<file path="config.mk">
export PLATFORM = sky130hd
export DESIGN_NAME = channel_scan_arbiter
export DESIGN_NICKNAME = d
export VERILOG_FILES = /design/src/rtl/channel_scan_arbiter.sv
export SDC_FILE = /design/constraint.sdc
export NUM_CORES = 1
export LEC_CHECK = 0
export ABC_AREA = 1
export CORE_MARGIN = 2
export CORE_UTILIZATION = 30
export DETAILED_ROUTE_END_ITERATION = 10
export PLACE_DENSITY_LB_ADDON = 0.08
export SYNTH_ARGS = -nofsm -noshare
export SYNTH_HDL_FRONTEND = slang
export SYNTH_SLANG_ARGS = --single-unit
</file>
<file path="constraint.sdc">
create_clock -name clk -period 3.5 [get_ports clk]
set_input_delay 0.875 -clock clk [delete_from_list [all_inputs] [get_ports clk]]
set_output_delay 0.875 -clock clk [all_outputs]
set_load 0.1 [all_outputs]
</file>
<file path="src/rtl/channel_scan_arbiter.sv">
// channel_scan_arbiter: round-robin grant of one of 8 channels to a downstream
// registered 8:1 mux. A grant is held until it has run its beats or its
// request drops. The next grant is then issued with no idle cycle.
// Macro DWELL_TIMER_EN: defined -> grants last up to DWELL beats;
// undefined -> every grant is a single beat and DWELL is ignored.
module channel_scan_arbiter #(
    parameter int unsigned DWELL = 4
) (
    input  logic       clk,
    input  logic       rst,
    input  logic [7:0] req,
    input  logic       ready,
    output logic [2:0] sel,
    output logic       sel_valid,
    output logic [7:0] grant,
    output logic       last
);

    localparam int unsigned NCH = 8;
    localparam int unsigned IW  = 3;

    typedef enum logic {IDLE, HOLD} state_t;

    state_t        state, state_n;
    logic [IW-1:0] ptr, ptr_n;
    logic [IW-1:0] sel_n;
    logic          sel_valid_n;
    logic [NCH-1:0] grant_n;
    logic [IW-1:0] scan_base;
    logic [IW-1:0] pick;
    logic          release_c;
    logic          req_sel;

    // First asserted request at or above base, searching upward modulo 8.
    function automatic logic [IW-1:0] scan(input logic [NCH-1:0] r, input logic [IW-1:0] base);
        logic [IW-1:0] idx;
        logic [IW-1:0] res;
        res = base;
        for (int i = NCH - 1; i >= 0; i--) begin
            idx = base + IW'(i);
            if (r[idx]) res = idx;
        end
        return res;
    endfunction

    assign req_sel = req[sel];

`ifdef DWELL_TIMER_EN
    localparam int unsigned CW = 4;

    logic [CW-1:0] cnt, cnt_n;
    logic          at_end;

    assign at_end    = (cnt == CW'(DWELL - 1));
    assign last      = sel_valid && (at_end || !req_sel);
    assign release_c = sel_valid && ((ready && at_end) || !req_sel);

    // Beat counter: cleared on each new grant, advances on every beat.
    always_comb begin
        cnt_n = cnt;
        if ((state == IDLE) || release_c) begin
            cnt_n = '0;
        end else if (ready) begin
            cnt_n = cnt + CW'(1);
        end
    end

    // Beat counter register.
    always_ff @(posedge clk) begin
        if (rst) cnt <= '0;
        else     cnt <= cnt_n;
    end
`else
    logic unused_dwell;

    // DWELL has no effect in single-beat mode.
    assign unused_dwell = ^(32'(DWELL));
    assign last         = sel_valid;
    assign release_c    = sel_valid && (ready || !req_sel);
`endif

    // A released grant restarts the search just above the released channel.
    assign scan_base = (state == HOLD) ? (sel + IW'(1)) : ptr;
    assign pick      = scan(req, scan_base);

    // Next-state and next-grant logic.
    always_comb begin
        state_n     = state;
        ptr_n       = ptr;
        sel_n       = sel;
        sel_valid_n = sel_valid;
        grant_n     = grant;
        case (state)
            IDLE: begin
                if (req != '0) begin
                    state_n     = HOLD;
                    sel_n       = pick;
                    sel_valid_n = 1'b1;
                    grant_n     = NCH'(1) << pick;
                end
            end
            HOLD: begin
                if (release_c) begin
                    ptr_n = sel + IW'(1);
                    if (req != '0) begin
                        sel_n   = pick;
                        grant_n = NCH'(1) << pick;
                    end else begin
                        state_n     = IDLE;
                        sel_valid_n = 1'b0;
                        grant_n     = '0;
                    end
                end
            end
            default: begin
                state_n     = IDLE;
                sel_valid_n = 1'b0;
                grant_n     = '0;
            end
        endcase
    end

    // State, pointer and registered select outputs.
    always_ff @(posedge clk) begin
        if (rst) begin
            state     <= IDLE;
            ptr       <= '0;
            sel       <= '0;
            sel_valid <= 1'b0;
            grant     <= '0;
        end else begin
            state     <= state_n;
            ptr       <= ptr_n;
            sel       <= sel_n;
            sel_valid <= sel_valid_n;
            grant     <= grant_n;
        end
    end

endmodule

</file>
==> reports/results.txt <==
Outcome = finished clean
Cells after synthesis = 290
Minimum period implied by the final worst setup slack = 2.75 ns
Die outline height = 79.5 µm
I/O pin count = 24
Sequential fraction of the synthesis area = 18.8%
Maximum Capacitance Violations = 0
Ranking of synthesized cells by instance count = 112 x nand2_1, 38 x inv_1, 31 x nand3_1
Top cell type's share of synthesized area = 24.6%
Category of the critical setup timing path = flip-flop to flip-flop
Layer with the highest usage = met2
Post-DP HPWL = 3850 µm
Maximum number of pins on one net before global-route repair = 15
Hold Path Class = flip-flop to flip-flop
Post-CTS Setup Repair Bufs = 0
Switching power = 802 µW
Number of distinct library cell variants in the gate-level netlist after synthesis = 28
Most numerous cell in the Yosys netlist = nand2_1
Synthesized net count = 304
Core occupancy in the finished layout = 36.7%
Power density normalized to cell area = 693 nW/µm²
Number of antenna diodes = 0
Sinks on the clock net = 16
Total congestion overflow = 0
CTS root buf = clkbuf_8
Floorplan core area = 5510 µm²
Wire length reported by the detailed router = 4660 µm
DR vias/cell = 4.55
Post-layout nets = 330
Clock insertion delay at the later pin of the skew report = 0.25 ns
Worst slew margin relative to its limit = 63.3%
Hold EP = grant[3]
Area growth from synthesis to layout = 18.5%
Total negative slack for setup checks = 0 ns
Final worst clock skew = 0.00147 ns
Antenna violations before repair = 0
Largest fanout on the critical path = 7
Drt pass-1 iters = 4
R2r startpoint = state
Slew of the pin with the lowest slew margin = 0.549 ns
Initial Utilization = 31.0%
RSZ-0062 raised after global routing = false
GRT Total Usage = 15.7%
DRC = 0
CTS tree = done
Combined area of all synthesized cells = 1710 µm²
Dominant cells by area after synthesis = nand2_1 25%, dfxtp_1 19%, nand3_1 9.1%, inv_1 8.4%, nand2_2 6.6%
Routability congestion estimate = 0.836
Die X-Extent = 79.5 µm
CTS Buf Count = 3
Worst EP arrival = 2.92 ns
Element type at the critical path start = flip-flop
Fraction of layout instances using a drive strength above 1 = 21.0%
Worst hold start = grant[3]
Portion of the clock cycle consumed by the worst path in the final layout = 78.4%
Pre-CTS setup slack = 0.566 ns
Clock Tree Buf Depth = 2
DRC violation total after the first TritonRoute iteration = 76
Power Internal = 600 µW
Sequential fraction of design power = 17.2%
Capturing element type of the critical path = flip-flop
Routed wire per std cell = 12.0 µm
Sw frac = 57.2%
Final-report setup violation count = 0
Clock-pin slew of the registers on the worst-case setup and hold paths = 0.06 ns
Top_reg_cell synth = dfxtp_1
Final hold vios = 0
Share of total power in the clock network = 11.7%
Achievable Freq = 0.364 GHz
Cells on Worst Hold Path = 2
Synth Register Bits = 16
Met1 GRT Util = 21.5%
Worst-case register-to-register setup slack = 0.75 ns
Port Buf Inserts = 23
Antenna Nets Post-Route = 0
Core Rows = 27
Leakage = 1.06 nW
Post-synthesis async set-or-reset flop share = 0%
CP required = 3.67 ns
Global routing met3 resource utilization = 1.02%
Met2 Resource Use GR = 25.8%
H-tree lvl count = 1
Total count of max-transition violations in the final report = 0
Post_cts resized = 0
Number of hold-repair buffers added at the cts stage = 0
Number of enable-type register cells in the synthesized netlist = 0
Length in cells of the worst reg-to-reg path = 20
Total number of vias = 1760
Slack of the critical path = 0.755 ns
Worst r2r dst = grant[7]
Synth Warn # = 0
Syn_area_per_cell = 5.89 µm²
VDD IR-drop max = 0.422 mV
Combinational share of power = 71.1%
Library cell occupying the most area in the post-synthesis netlist = nand2_1
Area enclosed by the die boundary = 6310 µm²
Number of global-route vias before repair = 1710
Wire length of the first global-routing pass = 7930 µm
power groups by stage:
stage	logic (mW)	clock network, mW	registers (mW)
6_report	0.998	0.164	0.241
5_1_grt	1.12	0.176	0.246
4_1_cts	1.01	0.167	0.241
3_5_place_dp	1.00	0	0.244
3_3_place_gp	1.01	0	0.246
2_1_floorplan	0.609	0	0.439
area by class of cell:
class	instances	area (µm²)
well taps	72	90.1
fillers	629	3480
multi-input cells	226	1160
repair buffers	27	228
inverters	42	165
clock buffers	4	55.1
flip-flops and latches	16	320
worst max path at each step:
stage / depth (start not counted) / slack, ns / to / start
after CTS: 20 / 0.72 / grant[7] / state
after global routing: 21 / 0.44 / grant[7] / sel[1]
after global placement: 20 / 0.55 / grant[5] / req[1]
final: 20 / 0.75 / grant[7] / state
after floorplan: 22 / 0.19 / grant[1] / sel[0]
after detailed placement: 18 / 0.57 / grant[7] / req[1]
worst max-delay path, stage by stage, from the launching register on:
cell	delay, ns
dfxtp_1	0.58
buf_4	0.22
nand2_1	0.05
nand2_1	0.24
ha_1	0.24
inv_1	0.06
nand3_1	0.08
nand2_1	0.10
nand3_1	0.12
nand2_1	0.06
nand2_1	0.07
nand2_1	0.04
nand2_1	0.05
nand2_1	0.04
nand2_1	0.07
nand2_1	0.07
nand2_1	0.05
nand2_1	0.07
a21oi_1	0.19
nand3_1	0.11
a21oi_1	0.13
state kept, by name, indices dropped and copies added (netlist names):
register  count
state         1
sel           3
ptr           3
grant         8
last          1
layout by cell type, fill, tap and decap left out, types with 8 or more instances in the layout:
cell | netlist | final
a21oi_1 | 21 | 21
dfxtp_1 | 16 | 16
nand2_2 | 18 | 18
nand2_4 | 8 | 8
nand3_1 | 31 | 31
inv_1 | 38 | 38
clkdlybuf4s50_1 | 0 | 10
o21ai_0 | 10 | 10
nand2_1 | 112 | 112
buf_4 | 3 | 17
metal layers:
layer / part of all wire (%) / vias to the layer above
li1: - / 962
met1: 51 / 762
met2: 44 / 27
met3: 2.5 / 9
met4: 2.4 / 0
met5: 0 / -
through the flow:
step / hold slack (ns) / std cells / area [µm²] / power, mW
floorplan: 0.525 / 290 / 1710 / 1.05
global placement: 0.459 / 383 / 1970 / 1.26
detailed placement: 0.457 / 383 / 1970 / 1.25
CTS: 0.467 / 387 / 2020 / 1.42
global route: 0.491 / 387 / 2020 / 1.54
finish: 0.465 / 387 / 2020 / 1.40
kinds of logic (layout without fill, tap and decap cells):
logic type	count (synthesis)	in the layout	share of synthesized area [%]
AOI/OAI and AO/OA	40	40	13.7
adders and majority gates	3	3	2.20
buffers and inverters	48	73	13.0
DFF	16	16	18.8
and+or+nand+nor	183	183	52.3
Power figures use the tool's default switching activity.
